`config.mk`:
```
export PLATFORM = sky130hd
export DESIGN_NAME = bitbang_receiver_n_flat
export DESIGN_NICKNAME = d
export VERILOG_FILES = /design/src/rtl/bitbang_receiver_n_if.sv /design/src/rtl/bitbang_receiver_n.sv /design/src/flat_wrapper.sv
export SDC_FILE = /design/constraint.sdc
export NUM_CORES = 1
export LEC_CHECK = 0
export ABC_AREA = 0
export CORE_UTILIZATION = 40
export CTS_CLUSTER_SIZE = 8
export DETAILED_ROUTE_END_ITERATION = 16
export DONT_BUFFER_PORTS = 1
export SYNTH_ARGS = -nofsm -noshare
export SYNTH_HDL_FRONTEND = slang
export SYNTH_SLANG_ARGS = --single-unit
```
`constraint.sdc`:
```
create_clock -name clk -period 2.31 [get_ports clk]
set_input_delay 0 -clock clk [delete_from_list [all_inputs] [get_ports clk]]
set_output_delay 0 -clock clk [all_outputs]
set_load 0.02 [all_outputs]
```
`src/rtl/bitbang_receiver_n_if.sv`:
```
// Output word stream of the bit-bang receiver: head word, valid and ready.
interface bitbang_receiver_n_if #(
  parameter int DATA_W = 8
);
  logic [DATA_W-1:0] m_data;
  logic              m_valid;
  logic              m_ready;

  modport master (output m_data, output m_valid, input m_ready);
  modport slave  (input m_data, input m_valid, output m_ready);
endinterface

```
`src/rtl/bitbang_receiver_n.sv`:
```
// Bit-bang link deserialiser: synchronised RxD/RxC/RxR, selectable bit order,
// optional idle timeout, and a first-word-fall-through output FIFO.
module bitbang_receiver_n #(
  parameter int DATA_W      = 8,
  parameter int MSB_FIRST   = 0,
  parameter int SYNC_STAGES = 2,
  parameter int FIFO_DEPTH  = 4,
  parameter int TIMEOUT     = 0
) (
  input  logic                        clk,
  input  logic                        rst,
  input  logic                        RxD,
  input  logic                        RxC,
  input  logic                        RxR,
  bitbang_receiver_n_if.master        m,
  output logic [$clog2(FIFO_DEPTH):0] fifo_count,
  output logic                        RxD_idle,
  output logic                        overflow,
  output logic                        timeout_err
);

  localparam int CNT_W = $clog2(DATA_W);
  localparam int AW    = $clog2(FIFO_DEPTH);
  localparam int TMO_W = (TIMEOUT > 0) ? $clog2(TIMEOUT + 1) : 1;

  localparam logic [CNT_W-1:0] CNT_LAST = CNT_W'(DATA_W - 1);
  localparam logic [AW:0]      DEPTH_C  = (AW + 1)'(FIFO_DEPTH);
  localparam logic [TMO_W-1:0] TMO_LAST = TMO_W'((TIMEOUT > 0) ? TIMEOUT - 1 : 0);

  // Input synchronisers and strobe edge detect
  logic [SYNC_STAGES-1:0] rxd_sync_q, rxc_sync_q, rxr_sync_q;
  logic                   rxc_q;
  logic                   rxd_s, rxc_s, rxr_s, bit_stb;

  always_ff @(posedge clk or posedge rst) begin
    if (rst) begin
      rxd_sync_q <= '0;
      rxc_sync_q <= '0;
      rxr_sync_q <= '0;
      rxc_q      <= 1'b0;
    end else begin
      rxd_sync_q <= {rxd_sync_q[SYNC_STAGES-2:0], RxD};
      rxc_sync_q <= {rxc_sync_q[SYNC_STAGES-2:0], RxC};
      rxr_sync_q <= {rxr_sync_q[SYNC_STAGES-2:0], RxR};
      rxc_q      <= rxc_s;
    end
  end

  assign rxd_s   = rxd_sync_q[SYNC_STAGES-1];
  assign rxc_s   = rxc_sync_q[SYNC_STAGES-1];
  assign rxr_s   = rxr_sync_q[SYNC_STAGES-1];
  assign bit_stb = rxc_s & ~rxc_q;

  // Shift register, bit counter and idle timer
  logic [DATA_W-1:0] shreg_q, shreg_d, shifted;
  logic [CNT_W-1:0]  cnt_q, cnt_d;
  logic [TMO_W-1:0]  tmo_q, tmo_d;
  logic              push_q, push_d;
  logic              terr_q, terr_d;

  always_comb begin
    cnt_d   = cnt_q;
    shreg_d = shreg_q;
    tmo_d   = tmo_q;
    push_d  = 1'b0;
    terr_d  = 1'b0;
    shifted = (MSB_FIRST != 0) ? {shreg_q[DATA_W-2:0], rxd_s}
                               : {rxd_s, shreg_q[DATA_W-1:1]};
    if (rxr_s) begin
      cnt_d   = '0;
      shreg_d = '0;
      tmo_d   = '0;
    end else if (bit_stb) begin
      tmo_d   = '0;
      shreg_d = shifted;
      if (cnt_q == CNT_LAST) begin
        cnt_d  = '0;
        push_d = 1'b1;
      end else begin
        cnt_d = cnt_q + 1'b1;
      end
    end else if (cnt_q == '0) begin
      tmo_d = '0;
    end else if (TIMEOUT > 0) begin
      if (tmo_q == TMO_LAST) begin
        cnt_d   = '0;
        shreg_d = '0;
        tmo_d   = '0;
        terr_d  = 1'b1;
      end else begin
        tmo_d = tmo_q + 1'b1;
      end
    end
  end

  always_ff @(posedge clk or posedge rst) begin
    if (rst) begin
      cnt_q   <= '0;
      shreg_q <= '0;
      tmo_q   <= '0;
      push_q  <= 1'b0;
      terr_q  <= 1'b0;
    end else begin
      cnt_q   <= cnt_d;
      shreg_q <= shreg_d;
      tmo_q   <= tmo_d;
      push_q  <= push_d;
      terr_q  <= terr_d;
    end
  end

  // Output FIFO. The completed word is taken from shreg_q during the push
  // cycle: the next strobe cannot arrive before the cycle after that.
  logic [DATA_W-1:0] mem_q [FIFO_DEPTH];
  logic [AW-1:0]     wr_ptr_q, wr_ptr_d, rd_ptr_q, rd_ptr_d;
  logic [AW:0]       count_q, count_d;
  logic              ovf_q, ovf_d;
  logic              full, valid, pop, wr_en;

  assign full  = (count_q == DEPTH_C);
  assign valid = (count_q != '0);
  assign pop   = valid & m.m_ready;
  assign wr_en = push_q & (~full | pop);

  always_comb begin
    wr_ptr_d = wr_ptr_q;
    rd_ptr_d = rd_ptr_q;
    count_d  = count_q;
    ovf_d    = ovf_q;
    if (wr_en) wr_ptr_d = wr_ptr_q + 1'b1;
    if (pop)   rd_ptr_d = rd_ptr_q + 1'b1;
    case ({wr_en, pop})
      2'b10:   count_d = count_q + 1'b1;
      2'b01:   count_d = count_q - 1'b1;
      default: count_d = count_q;
    endcase
    if (rxr_s)
      ovf_d = 1'b0;
    else if (push_q && !wr_en)
      ovf_d = 1'b1;
  end

  always_ff @(posedge clk or posedge rst) begin
    if (rst) begin
      for (int unsigned i = 0; i < FIFO_DEPTH; i++) mem_q[i] <= '0;
      wr_ptr_q <= '0;
      rd_ptr_q <= '0;
      count_q  <= '0;
      ovf_q    <= 1'b0;
    end else begin
      if (wr_en) mem_q[wr_ptr_q] <= shreg_q;
      wr_ptr_q <= wr_ptr_d;
      rd_ptr_q <= rd_ptr_d;
      count_q  <= count_d;
      ovf_q    <= ovf_d;
    end
  end

  assign m.m_data    = mem_q[rd_ptr_q];
  assign m.m_valid   = valid;
  assign fifo_count  = count_q;
  assign RxD_idle    = (cnt_q == '0);
  assign overflow    = ovf_q;
  assign timeout_err = terr_q;

endmodule

```
`src/flat_wrapper.sv`:
```
// flat-port wrapper written by rule: the top's interface ports become plain ports
module bitbang_receiver_n_flat 
#(
  parameter int DATA_W      = 8,
  parameter int MSB_FIRST   = 0,
  parameter int SYNC_STAGES = 2,
  parameter int FIFO_DEPTH  = 4,
  parameter int TIMEOUT     = 0
)
  (clk, rst, RxD, RxC, RxR, fifo_count, RxD_idle, overflow, timeout_err, m_m_data, m_m_valid, m_m_ready);
  bitbang_receiver_n_if #(.DATA_W(DATA_W)) m_i ();
  input  logic clk;
  input  logic rst;
  input  logic RxD;
  input  logic RxC;
  input  logic RxR;
  output logic [$clog2(FIFO_DEPTH):0] fifo_count;
  output logic RxD_idle;
  output logic overflow;
  output logic timeout_err;
  output wire logic [$bits(m_i.m_data)-1:0] m_m_data;
  output wire logic [$bits(m_i.m_valid)-1:0] m_m_valid;
  input wire logic [$bits(m_i.m_ready)-1:0] m_m_ready;
  assign m_m_data = m_i.m_data;
  assign m_m_valid = m_i.m_valid;
  assign m_i.m_ready = m_m_ready;
  bitbang_receiver_n #(.DATA_W(DATA_W), .MSB_FIRST(MSB_FIRST), .SYNC_STAGES(SYNC_STAGES), .FIFO_DEPTH(FIFO_DEPTH), .TIMEOUT(TIMEOUT)) u_core (.clk(clk), .rst(rst), .RxD(RxD), .RxC(RxC), .RxR(RxR), .m(m_i), .fifo_count(fifo_count), .RxD_idle(RxD_idle), .overflow(overflow), .timeout_err(timeout_err));
endmodule
```
Word level (Yosys, flattened, before mapping)
Index checks and enable logic that the tools add are counted.
{"block": "classes", "add_sub_neg": 5, "n_mux": 17, "eq_ne": 4, "n_reduce_logical": 8, "bitwise": 8, "magnitude_cmp": 3}
{"cell": "$mux 8", "n": 5}
{"cell": "$bwmux 32", "n": 1}
{"cell": "$bmux 8 s2", "n": 1}
{"cell": "$demux 8 s2", "n": 1}
{"cell": "$mux 3", "n": 3}
{"cell": "$add 3x1->3 const B", "n": 2}
{"cell": "$eq 3x3->1 const B", "n": 2}
{"cell": "$ge 3x3->1 const B", "n": 2}
{"cell": "$not 2->3", "n": 2}
{"cell": "$pmux 3 s2", "n": 1}
{"cell": "$reduce_bool 2->1", "n": 3}
{"cell": "$mux 1", "n": 5}
{"cell": "$add 2x1->2 const B", "n": 2}
{"cell": "$and 1x1->1", "n": 3}
{"cell": "$logic_not 3->1", "n": 1}
{"cell": "$lt 3x1->1 const B", "n": 1}
{"cell": "$reduce_bool 3->1", "n": 1}
{"cell": "$sub 3x1->3 const B", "n": 1}
{"cell": "$eq 2x1->1 const B", "n": 1}
{"cell": "$eq 2x2->1 const B", "n": 1}
{"cell": "$logic_and 1x1->1", "n": 2}
{"cell": "$not 1->1", "n": 2}
{"cell": "$logic_not 1->1", "n": 1}
{"cell": "$or 1x1->1", "n": 1}
{"block": "word_totals", "in_bits": 6, "ff_bits": 59}

Depth between registers and ports, before layout
{"block": "depth", "depth_word": 8, "depth_mapped": 8}

Worst setup path after synthesis
OpenSTA, ideal clock, no wires.
{"block": "synth_path", "path_type": "flip-flop to flip-flop", "from": "register u_core.count_q[1] (netlist: u_core.fifo_count[1])", "to": "register u_core.count_q[2] (netlist: u_core.fifo_count[2])", "slack_ns": 0.093, "arrival_time_ns": 2.138, "path_stages_with_launch": 9, "required_ns": 2.230, "path_buffers": 0, "setup_ns": 0.080, "path_cell_list": "dfrtp_1 nor4b_4 or2b_2 ha_1 inv_1 fa_1 xor2_1 nor2_1 xor2_1"}
{"block": "synth_between", "elab_chain_len": 6, "word_cells_on_any_way": 12}
{"item": "from (decl)", "line": "bitbang_receiver_n.sv:116", "rtl": "logic [AW:0] count_q, count_d;"}
{"item": "from (signal assigned)", "line": "bitbang_receiver_n.sv:154", "rtl": "count_q <= count_d;"}
{"item": "$reduce_bool 3->1 / $eq 3x3->1 (equally long branches)", "line": "bitbang_receiver_n.sv:121, bitbang_receiver_n.sv:120"}
{"item": "$and 1x1->1 / $not 1->1 (equally long branches)", "line": "bitbang_receiver_n.sv:122, bitbang_receiver_n.sv:123"}
{"item": "$or 1x1->1", "line": "bitbang_receiver_n.sv:123", "rtl": "assign wr_en = push_q & (~full | pop);"}
{"item": "$and 1x1->1", "line": "bitbang_receiver_n.sv:123"}
{"item": "$eq 2x1->1 / $eq 2x2->1 (equally long branches)", "line": "bitbang_receiver_n.sv:132", "rtl": "case ({wr_en, pop})"}
{"item": "$pmux 3 s2 / $reduce_bool 2->1 (equally long branches)"}
Parallel ways exist; a longest one is shown, timed or not.
A chain may end at the register's enable or synchronous reset.

Final worst setup path
Ends and elaborated chain as after synthesis.

==> flow_metrics.env <==
export IMPL_status="complete, no violations"
export IMPL_comb_power_share=0.163
export IMPL_grt_ovfl_total=0
export IMPL_synthesis_nets=200
export IMPL_hold_viol=0
export IMPL_worstPathRequired_ps=2550
export IMPL_finalCritPeriodShare=0.902
export IMPL_worstHoldStart="m_m_ready"
export IMPL_wl_mm=4.63
export IMPL_worst_setup_path_end_kind="flip-flop"
export IMPL_place_ws_ps=213
export IMPL_setup_slack_ps=226
export IMPL_syn_inst=185
export IMPL_hold_path_class="input port to flip-flop"
export IMPL_cp_max_fo=3
export IMPL_syn_area_per_cell_sq_um=13.8
export IMPL_dieArea_sq_um=6690
export IMPL_crit_buf_inv=1
export IMPL_synthMuxAreaShare=0.217
export IMPL_hpwl_mm=3.11
export IMPL_gp_congestion=0.770
export IMPL_nNetsFinal=215
export IMPL_rrSetupSlack_ps=230
export IMPL_crit_end="u_core.fifo_count[2]$_DFFE_PP0P_"
export IMPL_switching_power_uw=668
export IMPL_worstSetupPathDepth=8
export IMPL_synthesis_area_sq_um=2550
export IMPL_cp_top_family="simple AND/OR/NAND/NOR gates"
export IMPL_crit_type="flip-flop to flip-flop"
export IMPL_synth_common_cells="59 x dfrtp_1, 33 x mux2_2, 26 x nand2_1, 12 x a21oi_1"
export IMPL_synth_area_leaders="dfrtp_1 58%, mux2_2 15%, mux4_2 7.1%"
export IMPL_n_antenna_cell=0
export IMPL_design_core_area_sq_um=6030
export IMPL_grt_max_degree=60
export IMPL_irDropWorstVdd_mv=0.365
export IMPL_drt_vias_per_instance=5.36
export IMPL_cpMostUsedCell="xor2_1"
export IMPL_h_tree_depth=3
export IMPL_maxSlewHeadroom=0.473
export IMPL_drtIter0Drc=56
export IMPL_port_buffers=0
export IMPL_drc=0
export IMPL_dieWidth_um=81.8
export IMPL_finish_utilization=0.474
export IMPL_seqPwrFrac=0.514
export IMPL_cts_resized=0
export IMPL_drive_above_1_share=0.328
export IMPL_ys_seq_area_frac=0.580
export IMPL_io_pins=21
export IMPL_setup_worst_path_start="u_core.fifo_count[1]$_DFFE_PP0P_"
export IMPL_dpl_cell_area_sq_um=2650
export IMPL_die_h_um=81.8
export IMPL_placementRows=28
export IMPL_numCtsBuffers=9
export IMPL_cpPeakStageDelay_ps=410
export IMPL_synth_top_family_by_area="multiplexers"
export IMPL_grt_pass1_vias=1628
export IMPL_cts_reportedPaths_clkPinSlew_ps=60
export IMPL_start_util=0.423
export IMPL_synth_compound_area_frac=0.0295
export IMPL_synth_seq_cells=59
export IMPL_rr_worst_depth=8
export IMPL_total_leakage_power_nw=1.33
export IMPL_synth_most_common_cell="dfrtp_1"
export IMPL_skew_ps=5.76
export IMPL_powerDensity_nw_per_um2=830
export IMPL_slowest_stage="dfrtp_1"
export IMPL_finalCriticalPeriod_ps=2080
export IMPL_async_flop_share=1.00
export IMPL_arrival_ps=2330
export IMPL_internal_power_mw=1.70
export IMPL_dr_pass1_iters=4
export IMPL_min_path_cells=4
export IMPL_maxCapViolations=0
export IMPL_p_clk_frac=0.323
export IMPL_synth_top_area_share=0.580
export IMPL_r2r_end="u_core.fifo_count[2]$_DFFE_PP0P_"
export IMPL_synth_ff_type="dfrtp_1"
export IMPL_synth_fa_ha_area_frac=0.0472
export IMPL_ys_types=27
export IMPL_cts_tree="done"
export IMPL_cts_buffer_depth=2
export IMPL_r2r_start="u_core.fifo_count[1]$_DFFE_PP0P_"
export IMPL_vias=1479
export IMPL_power_switching_share=0.282
export IMPL_rsz0062_at_grt="false"
export IMPL_routedWlPerCell_um=16.8
export IMPL_synthSimpleGateAreaFrac=0.0825
export IMPL_fmax_mhz=480
export IMPL_yosys_area_top_type="dfrtp_1"
export IMPL_detail_route_antenna_nets=0
export IMPL_yosysWarnings=0
export IMPL_tns_ps=0
export IMPL_grt_antenna_before_repair=0
export IMPL_track_usage=0.165
export IMPL_synth_edf_count=0
export IMPL_synth_xor_area_frac=0.0206
export IMPL_startpoint_type="flip-flop"
export IMPL_nFillCells=540
export IMPL_worst_pin_slew_ps=789
export IMPL_final_area_sq_um=2860
export IMPL_grt_pass1_wl_mm=7.81
export IMPL_cts_num_sinks=59
export IMPL_finalSetupViolations=0
export IMPL_maxSlewViolCount=0
export IMPL_area_growth_pct=12.1
export IMPL_cts_root_buf="clkbuf_8"
export IMPL_path_cells="nor4b_4 > or2b_2 > ha_1 > inv_1 > fa_1 > xor2_1 > nor2_1 > xor2_1"
export IMPL_insertion_delay_ps=320
registers in the layout, summed over array words and instances (netlist names):
| register | cells |
|---|---|
| u_core.fifo_count | 3 |
| u_core.push_q | 1 |
| u_core.rxc_q | 1 |
| u_core.mem_q | 32 |
| u_core.cnt_q | 3 |
| u_core.rxr_sync_q | 2 |
| u_core.shreg_q | 8 |
| u_core.overflow | 1 |
| u_core.wr_ptr_q | 2 |
| u_core.rxd_sync_q | 2 |
| u_core.rd_ptr_q | 2 |
| u_core.rxc_sync_q | 2 |
layout make-up:
class | instances | area, sq um | share of cell area
well taps | 75 | 93.8 | 0.0329
clock buffers | 12 | 155 | 0.0543
repair buffers | 10 | 87.6 | 0.0307
flip-flops and latches | 59 | 1480 | 0.517
inverters | 8 | 30.0 | 0.0105
multi-input cells | 112 | 1010 | 0.355
cells by family (layout without fill, tap and decap cells):
kind of cell,count (synthesis),count (layout)
DFF,59,59
muxes,41,41
and+or+nand+nor,41,41
AOI/OAI and AO/OA,14,14
buffers and inverters,14,30
adders and majority gates,9,9
xor gates and xnor gates,6,6
other,1,1
stage by stage:
stage	instances	hold WS, ps	total power, mW
2_1_floorplan	185	31.4	1.49
3_3_place_gp	259	31.5	1.59
3_5_place_dp	259	31.5	1.63
4_1_cts	276	66.7	2.41
5_1_grt	276	118	2.50
6_report	276	81.2	2.37
worst min-delay path, stage by stage:
cell	delay, ps
nor4b_4	20
buf_4	150
a21oi_1	140
nor2_1	50
power by group through the flow:
stage	combinational (mW)	clock, mW	sequential [mW]
after floorplan	0.303	0	1.19
after global routing	0.428	0.841	1.23
final	0.387	0.765	1.22
after detailed placement	0.385	0	1.24
after CTS	0.392	0.794	1.22
after global placement	0.360	0	1.23
worst min-delay path by stage:
stage | to | slack [ps]
6_report | u_core.overflow$_DFFE_PP0P_ | 80
5_1_grt | u_core.overflow$_DFFE_PP0P_ | 120
4_1_cts | u_core.overflow$_DFFE_PP0P_ | 70
3_5_place_dp | u_core.rxc_sync_q[0]$_DFF_PP0_ | 30
3_3_place_gp | u_core.rxc_sync_q[0]$_DFF_PP0_ | 30
2_1_floorplan | u_core.rxc_sync_q[0]$_DFF_PP0_ | 30
cells in the final DEF (no fill, tap or decap):
master | Yosys | routed
a21oi_1 | 12 | 12
buf_4 | 1 | 5
clkbuf_1 | 3 | 1
clkbuf_8 | 0 | 11
conb_1 | 1 | 1
dfrtp_1 | 59 | 59
dlygate4sd3_1 | 0 | 5
fa_1 | 1 | 1
ha_1 | 8 | 8
inv_1 | 8 | 7
inv_2 | 0 | 1
mux2_2 | 33 | 33
mux4_2 | 8 | 8
nand2_1 | 26 | 26
nand2b_1 | 1 | 1
nand3b_1 | 1 | 1
nor2_1 | 2 | 2
nor2_2 | 4 | 4
nor2b_1 | 2 | 2
nor3b_1 | 1 | 1
nor4b_4 | 1 | 1
o21ai_0 | 1 | 1
o31a_2 | 1 | 1
or2b_2 | 1 | 1
or3_1 | 1 | 1
or3_2 | 1 | 1
xnor2_1 | 3 | 3
xor2_1 | 3 | 3
layer usage:
| layer | track usage | wire length [um] | vias up |
|---|---|---|---|
| met5 | 0 | 0 | - |
| met4 | 0.102 | 141 | 0 |
| met3 | 0.0300 | 114 | 15 |
| met2 | 0.280 | 2460 | 25 |
| met1 | 0.191 | 1910 | 777 |
| li1 | - | - | 662 |
timing repair:
action | 4_1_cts | 5_1_grt
hold buffers | 5 | 0
hold endpoints to repair | 64 | 0
endpoints found under the setup margin | 0 | 0
setup buffers | 0 | 0
Note: power is estimated with default switching activity, not from simulation.
